`src/rtl/usb_bit_stuffer.sv`:
```
// usb_bit_stuffer: USB TX bit stuffing (a 0 after STUFF_LEN consecutive 1s) with upstream stall.
// Define USB_NRZI_EN to fold NRZI line encoding into the output register.
module usb_bit_stuffer #(
    parameter int STUFF_LEN = 6
) (
    input  logic       clk,
    input  logic       rst,
    input  logic       in_bit,
    input  logic       in_valid,
    input  logic       in_last,
    output logic       in_stall,
    output logic       out_bit,
    output logic       out_valid,
    output logic       out_last,
    output logic [3:0] stuff_cnt
);
    localparam logic [0:0] PASS  = 1'b0;
    localparam logic [0:0] STUFF = 1'b1;
    localparam logic [3:0] LEN   = 4'(STUFF_LEN);
    logic [0:0] state_q, state_d;
    logic [3:0] cnt_q, cnt_d;
    logic       valid_q, valid_d, last_q, last_d, pend_q, pend_d, bit_d;
    logic       accept, hit;
    always_comb begin
        accept  = in_valid && state_q == PASS;
        hit     = accept && in_bit && (cnt_q + 4'd1 == LEN);
        state_d = hit ? STUFF : PASS;
        // remembers that the bit which triggered stuffing was the packet's last
        pend_d  = hit && in_last;
        valid_d = accept || state_q == STUFF;
        bit_d   = accept && in_bit;
        last_d  = state_q == STUFF ? pend_q : accept && in_last && !hit;
        cnt_d   = state_q == STUFF ? 4'd0 :
                  !accept          ? cnt_q :
                  !in_bit          ? 4'd0 :
                  hit              ? LEN :
                  in_last          ? 4'd0 : cnt_q + 4'd1;
    end
    always_ff @(posedge clk) begin
        if (rst) begin
            state_q <= PASS;
            cnt_q   <= 4'd0;
            valid_q <= 1'b0;
            last_q  <= 1'b0;
            pend_q  <= 1'b0;
        end else begin
            state_q <= state_d;
            cnt_q   <= cnt_d;
            valid_q <= valid_d;
            last_q  <= last_d;
            pend_q  <= pend_d;
        end
    end
`ifdef USB_NRZI_EN
    logic lvl_q, lvl_d, lvl_base;
    always_comb begin
        // line idles at J (1) once a packet has finished
        lvl_base = last_q ? 1'b1 : lvl_q;
        lvl_d    = valid_d && !bit_d ? ~lvl_base : lvl_base;
    end
    always_ff @(posedge clk) begin
        if (rst) lvl_q <= 1'b1;
        else     lvl_q <= lvl_d;
    end
    assign out_bit = lvl_q;
`else
    logic bit_q;
    always_ff @(posedge clk) begin
        if (rst) bit_q <= 1'b0;
        else     bit_q <= bit_d;
    end
    assign out_bit = bit_q;
`endif
    assign in_stall  = state_q == STUFF;
    assign out_valid = valid_q;
    assign out_last  = last_q;
    assign stuff_cnt = cnt_q;
endmodule

```
`config.mk`:
```
export PLATFORM = sky130hd
export DESIGN_NAME = usb_bit_stuffer
export DESIGN_NICKNAME = d
export VERILOG_FILES = /design/src/rtl/usb_bit_stuffer.sv
export SDC_FILE = /design/constraint.sdc
export NUM_CORES = 1
export LEC_CHECK = 0
export ABC_CLOCK_PERIOD_IN_PS = 2900
export BUFFER_PORTS_ARGS = -buffer_cell sky130_fd_sc_hd__buf_2
export CAP_MARGIN = 10
export CORE_AREA = 5 5 42 44
export CTS_CLUSTER_DIAMETER = 50
export DETAILED_ROUTE_END_ITERATION = 6
export DIE_AREA = 0 0 47 49
export PLACE_DENSITY_LB_ADDON = 0.12
export SLEW_MARGIN = 25
export SYNTH_ARGS = -nofsm -noshare
export SYNTH_HDL_FRONTEND = slang
export SYNTH_SLANG_ARGS = --single-unit
export TNS_END_PERCENT = 1
```
`constraint.sdc`:
```
create_clock -name clk -period 2.9 [get_ports clk]
set_input_delay 0.58 -clock clk [delete_from_list [all_inputs] [get_ports clk]]
set_output_delay 0.58 -clock clk [all_outputs]
set_load 0.03 [all_outputs]
```
### Word level (Yosys, flattened, before mapping)

Index checks and enable logic that the tools add are counted.

* memories kept: 0
* output and inout bits: 8
* bits in read-only memories: 0
* bits in latches: 0
* register bits after elaboration: 9
* logic and storage cells: 23
* RAM bits: 0

* shift-type cells: 0
* reductions and logical operators: 9
* add/sub/neg operators: 1
* order comparisons: 0
* $mul: 0
* muxes and demuxes: 5
* equality and inequality tests: 1
* bitwise gates (word level): 1
* div/mod/pow operators: 0

Operator list (count)
* $mux 4: 3
* $logic_and 1x1->1: 6
* $add 4x1->4 const B: 1
* $eq 4x3->1 const B: 1
* $mux 1: 2
* $reduce_or 2->1: 1
* $logic_not 1->1: 1
* $logic_or 1x1->1: 1
* $not 1->1: 1

### Depth between registers and ports, before layout

Gate-level depths: netlist (run 1).

* depth in word-level cells: 7
* depth in mapped cells: 5
* mapped depth without buffers: 5

### Worst setup path before layout (run 1)

OpenSTA, ideal clock, no wires.

* path kind: flip-flop to flip-flop
* start: register cnt_q[0], in the netlist stuff_cnt[0]
* end: register last_q, in the netlist out_last
* arrival: 1422 ps
* slack: 1363 ps
* stages on the path, launching flop included: 5
* library setup time: 116 ps
* required time: 2784 ps
* cell sequence: dfxtp_1 ha_1 xnor2_1 a2111o_1 and3b_1

* word-level cells in the longest chain between the ends: 6

Ends and longest elaborated chain
* start, declared: line 21 `logic [3:0] cnt_q, cnt_d;`
* start signal, assigned: line 48 `cnt_q <= cnt_d;`
* $add 4x1->4: line 26 `hit = accept && in_bit && (cnt_q + 4'd1 == LEN);`
* $eq 4x3->1: line 26
* $logic_and 1x1->1: line 26
* $logic_not 1->1: line 32 `last_d = state_q == STUFF ? pend_q : accept && in_last && !hit;`
* $logic_and 1x1->1: line 32
* $mux 1: line 32
* end signal, assigned: line 50 `last_q <= last_d;`
* end, declared: line 22 `logic valid_q, valid_d, last_q, last_d, pend_q, pend_d, bit_d;`

No other way between the ends.
A chain may end at the register's enable or synchronous reset.

### Worst setup path in the final report (run 1)

* start: register cnt_q[2], in the netlist stuff_cnt[2]
* end: output port stuff_cnt[2]

RTL lines
* end, declared: line 15 `output logic [3:0] stuff_cnt`

No word-level cell between the ends.

==> results of run 1 <==
[cells in the mapped netlist]
| cell | n |
|---|---|
| nand4_1 | 1 |
| nor2_1 | 4 |
| clkbuf_1 | 1 |
| mux2_2 | 1 |
| nand4b_1 | 1 |
| nor3_1 | 1 |
| nor2b_1 | 2 |
| or3_1 | 1 |
| or2_2 | 1 |
| nand3b_1 | 2 |
| inv_1 | 2 |
| nand2_1 | 3 |
| a2111o_1 | 1 |
| nand2b_1 | 2 |
| nor3b_1 | 2 |
| and3b_1 | 1 |
| ha_1 | 2 |
| dfxtp_1 | 9 |
| a31oi_1 | 3 |
| nand3_1 | 2 |
| o21ai_0 | 2 |
| xnor2_1 | 1 |
| a31o_1 | 1 |
[routing by layer]
| metal | up-vias | global-route usage, % | share of wire (%) |
|---|---|---|---|
| li1 | 197 | - | - |
| met1 | 176 | 15.20 | 46 |
| met2 | 16 | 14.71 | 43 |
| met3 | 5 | 7.749 | 8.7 |
| met4 | 0 | 6.912 | 2.3 |
| met5 | - | 0 | 0 |
[worst max-delay path by stage]
| stage | end | slack, ns | cells past startpoint |
|---|---|---|---|
| after detailed placement | out_last | 1.31 | 4 |
| after CTS | stuff_cnt[0] | 1.33 | 1 |
| after global placement | out_last | 1.33 | 4 |
| final | stuff_cnt[2] | 1.34 | 1 |
| after global routing | stuff_cnt[0] | 1.25 | 1 |
| after floorplan | out_last | 1.36 | 4 |
[where the power goes]
group	leakage (nW)	switching [mW]	internal (mW)	total, mW
combinational	0.132	0.0141	0.00879	0.0228
sequential	0.0732	0.00153	0.126	0.128
clock	0.0150	0.0507	0.0533	0.104
[sequential cells by signal, summed over array words and instances, names as in the netlist]
signal	count
in_stall	1
out_bit	1
out_last	1
out_valid	1
pend_q	1
stuff_cnt	4
[kinds of logic after synthesis]
logic type / Yosys count / synth area share [%]
AOI/OAI and AO/OA: 7 / 11.68
and+or+nand+nor: 23 / 31.73
DFF: 9 / 43.11
xor gates and xnor gates: 1 / 2.096
muxes: 1 / 2.694
buffers and inverters: 3 / 2.694
adders and majority gates: 2 / 5.987
[stage by stage]
step / hold slack, ns / cell area (sq um)
4_1_cts: 0.4942 / 520.5
6_report: 0.4990 / 520.5
2_1_floorplan: 0.5445 / 417.9
5_1_grt: 0.5075 / 520.5
3_3_place_gp: 0.5505 / 494.2
3_5_place_dp: 0.5506 / 494.2
[layout make-up]
| type | count | area, sq um |
|---|---|---|
| sequential | 9 | 180.2 |
| fill | 168 | 880.8 |
| timing repair buffer | 12 | 60.06 |
| clock buffer | 4 | 26.28 |
| inverter | 2 | 7.507 |
| multi-input combinational | 34 | 226.5 |
| tap | 16 | 20.02 |
==> metrics.yaml, run 1 <==
setup_path:
  worstPathRequired_ns: 2.32
  critPathSlowestCell: "dfxtp_1"
  rrSetupSlack_ns: 1.48
  critPathKind: "flop to primary output"
  worstRegToRegCells: 4
  crit_path_start: "stuff_cnt[2]"
  cp_max_fo: 7
  endpoint_kind: "primary output"
  worstSetupStartpointType: "flop"
  slowest_delay_ns: 0.46
  cp_cell_sequence: "buf_2"
  crit-reg2reg-capture: "out_last"
  crit_arrival_ns: 0.98
  r2r_start: "stuff_cnt[0]"
  crit_buf_inv: 1
  path_delay_family: "flip-flops"
min_path:
  holdPathStages: 2
  hp-start: "rst"
  holdPathEnd: "out_valid"
  hp-class: "input port to flop"
cts:
  htree_levels: 1
  cts_made_buffers: 3
  cts_tree: "done"
  clk_pin_slew_worst_paths_ns: 0.07
  root_buffer: "clkbuf_4"
  insertion_delay_ns: 0.27
  cts_setup_buffers: 0
  clockBufferDepth: 2
  cts.sinks: 9
  cts_hold_buffers: 0
  ctsResizeCount: 0
final_layout:
  final_common_cell: "buf_2"
  layout_common_cells: "12 x buf_2, 9 x dfxtp_1, 4 x nor2_1"
  drive_gt1_share_pct: 27.87
  instances_no_fill: 77
  fin_util_pct: 37.14
  antenna_cells: 0
  nNetsFinal: 69
  syn_to_final_growth_pct: 24.55
logic_synthesis:
  ys_top_cells_by_area: "dfxtp_1 43%, ha_1 6.0%, a31oi_1 4.5%, nand3b_1 3.6%, nor2_1 3.6%"
  ys_seq_area_share_pct: 43.11
  ys_warn_count: 0
  syn-num-nets: 53
  yosys.area.top_type_share_pct: 43.11
  yosys.area.top_type: "dfxtp_1"
  synth_area_sq_um: 417.9
  syn_area_per_cell_sq_um: 9.085
  synth-seq-cells: 9
  synth.distinct_cells: 23
  synthCells: 46
timing:
  post-route-period-util_pct: 53.89
  drv_slew: 0
  setup_viol: 0
  slew_headroom_pct: 83.40
  clock.fmax_mhz: 639.9
  period_needed_ns: 1.563
  layout_setup_ws_ns: 1.337
  hold_viol: 0
  grt_setup_unrepaired: "false"
  worst_pin_slew_ns: 0.2487
  fin_setup_tns_ns: 0
  finClkSkew_ns: 0.002496
routing:
  wirelength_um: 993
  route.detailed.drc: 0
  drt_first_pass_iters: 4
  drt_iter0_markers: 9
  num_vias: 394
  vias_per_cell: 5.117
  wl_per_cell_um: 12.90
  drtAntennaViolNets: 0
grt:
  antenna_found_initial: 0
  grt_max_degree: 8
  grt_pass1_vias: 394
  gr-total-overflow: 0
  track_usage_pct: 11.98
  grt_pass1_wl_mm: 1.869
floorplanning:
  initial_core_util_pct: 29.82
  die_w_um: 47
  core_area_sq_mm: 0.001401
  die_h_um: 49
  die-area_sq_mm: 0.002303
  rows: 14
  io_pins: 13
placed_design:
  placed_cells: 73
  hpwlAfterDp_um: 716.4
  numPortBuffers: 12
  gp_congestion: 0.7745
  dp_slack_ns: 1.308
power:
  ir_drop_v: 0.0002355
  p_leak_nw: 0.2197
  pwr_density_cell_mw_per_mm2: 488.7
  finalPower_mw: 0.2544
status:
  status: "finished, final reports clean"
run:
  drv_cap: 0
Power figures use the tool's default switching activity.
==> inputs of run 2 (changes only) <==
ABC_CLOCK_PERIOD_IN_PS = 1530   (was 2900)
clock period = 1.53 ns   (was 2.9 ns; I/O delays follow)
==> metrics.yaml, run 2 (synthesized netlist as in run 1, its figures left out) <==
min_path:
  hp-start: "rst"  # unchanged
  hp-class: "input port to flop"  # unchanged
  holdPathEnd: "out_valid"  # unchanged
  holdPathStages: 2  # unchanged
timing:
  fin_setup_tns_ns: 0  # unchanged
  clock.fmax_mhz: 694.3
  setup_viol: 0  # unchanged
  worst_pin_slew_ns: 0.2466  # was 0.2487 ns
  post-route-period-util_pct: 94.14
  drv_slew: 0  # unchanged
  finClkSkew_ns: 0.006846  # was 0.002496 ns
  hold_viol: 0  # unchanged
  period_needed_ns: 1.440
  layout_setup_ws_ns: 0.08973  # was 1.337 ns
  slew_headroom_pct: 83.53  # was 83.40%
  grt_setup_unrepaired: "false"  # unchanged
power:
  pwr_density_cell_mw_per_mm2: 896.7  # was 488.7 mW/mm^2
  ir_drop_v: 0.0003581  # was 0.0002355 V
  p_leak_nw: 0.2304  # was 0.2197 nW
  finalPower_mw: 0.4813  # was 0.2544 mW
cts:
  insertion_delay_ns: 0.27  # about the same
  htree_levels: 1  # unchanged
  cts_setup_buffers: 0  # unchanged
  clockBufferDepth: 2  # unchanged
  cts_tree: "done"  # unchanged
  cts.sinks: 9  # unchanged
  cts_made_buffers: 3  # unchanged
  ctsResizeCount: 0  # unchanged
  cts_hold_buffers: 0  # unchanged
  clk_pin_slew_worst_paths_ns: 0.06  # was 0.07 ns
  root_buffer: "clkbuf_4"  # unchanged
routing:
  wl_per_cell_um: 12.47  # was 12.90 um
  wirelength_um: 985  # was 993 um
  wl_met3_um: 60  # was 86 um
  top_layer: "met4"  # unchanged
  vias_per_cell: 4.949  # was 5.117
  num_vias: 391  # was 394
  wl_met2_um: 428  # was 425 um
  drt_first_pass_iters: 4  # unchanged
  route.detailed.drc: 0  # unchanged
  drtAntennaViolNets: 0  # unchanged
  wl_met1_um: 447  # was 457 um
  drt_iter0_markers: 11  # was 9
placed_design:
  placed_cells: 75  # was 73
  numPortBuffers: 12  # unchanged
  hpwlAfterDp_um: 739.4  # was 716.4 um
  gp_congestion: 0.7943  # was 0.7745
  dp_slack_ns: 0.1071  # was 1.308 ns
final_layout:
  final_common_cell: "buf_2"  # unchanged
  layout_common_cells: "12 x buf_2, 8 x dfxtp_1, 4 x nor2_1"  # was 12 x buf_2, 9 x dfxtp_1, 4 x nor2_1
  nNetsFinal: 71  # was 69
  largest_reg_flops: 4  # unchanged
  multi_input_area_sq_um: 226.5  # unchanged
  fillers: 166  # was 168
  drive_gt1_share_pct: 31.75  # was 27.87%
  antenna_cells: 0  # unchanged
  seq_area_sq_um: 181.4  # was 180.2 sq um
  instances_no_fill: 79  # was 77
  syn_to_final_growth_pct: 28.44  # was 24.55%
setup_path:
  cp_max_fo: 7  # unchanged
  worstSetupStartpointType: "flop"  # unchanged
  rrSetupSlack_ns: 0.09  # was 1.48 ns
  crit_arrival_ns: 1.60  # was 0.98 ns
  worstRegToRegCells: 4  # unchanged
  r2r_start: "stuff_cnt[1]"  # was stuff_cnt[0]
  worstPathRequired_ns: 1.69  # was 2.32 ns
  critPathKind: "flop to flop"  # was flop to primary output
  crit-reg2reg-capture: "out_last"  # unchanged
  endpoint_kind: "flop"  # was primary output
grt:
  grt_pass1_wl_mm: 1.518  # was 1.869 mm
  grt_pass1_vias: 355  # was 394
  antenna_found_initial: 0  # unchanged
  grt_max_degree: 8  # unchanged
  track_usage_pct: 9.655  # was 11.98%
  gr-total-overflow: 0  # unchanged
floorplanning:
  die_w_um: 47  # unchanged
  die-area_sq_mm: 0.002303  # unchanged
  die_h_um: 49  # unchanged
  rows: 14  # unchanged
  io_pins: 13  # unchanged
  core_area_sq_mm: 0.001401  # unchanged
  initial_core_util_pct: 29.82  # unchanged
status:
  status: "finished, final reports clean"  # unchanged
run:
  drv_cap: 0  # unchanged
[run 2: changes by cell type in the layout (fill, tap and decap cells not counted), sizes merged]
| cell | previous run | this run |
|---|---|---|
| buf | 12 | 14 |
[run 2: metrics by stage]
stage	hold WS [ns]	utilization (%)	area, sq um
finish	0.2415	38.30	536.8
global route	0.2553	38.30	536.8
CTS	0.2400	38.30	536.8
detailed placement	0.5147	36.43	510.5
global placement	0.5126	36.43	510.5
floorplan	0.3784	-	419.2
[run 2: critical path, stage by stage, from the launching register on]
cell      delay, ns
dfxtp_1        0.45
ha_1           0.25
xnor2_1        0.08
a2111o_1       0.37
and3b_1        0.19
[run 2: cell type report]
class                   instances  share of cell area [%]
multi-input cells              34                   42.19
flip-flops and latches          9                   33.80
repair buffers                 14                   13.99
clock buffers                   4                   4.895
well taps                      16                   3.730
inverters                       2                   1.399
[run 2: power by group]
part / internal, mW / switching [mW]
clock network: 0.101 / 0.0923
registers: 0.239 / 0.00308
logic: 0.0183 / 0.0278
[run 2: how the worst max path moves through the flow]
stage | from | endpoint | slack [ns] | depth (start not counted)
6_report | stuff_cnt[1] | out_last | 0.09 | 4
5_1_grt | stuff_cnt[1] | out_last | 0.02 | 4
4_1_cts | stuff_cnt[1] | out_last | 0.10 | 4
3_5_place_dp | stuff_cnt[1] | out_last | 0.11 | 4
3_3_place_gp | stuff_cnt[1] | out_last | 0.12 | 4
2_1_floorplan | stuff_cnt[1] | out_last | 0.000005 | 4
[run 2: per-layer routing]
layer	track usage [%]	vias up
met5	0	-
met4	10.14	0
met3	3.321	6
met2	12.44	13
met1	11.23	173
li1	-	199
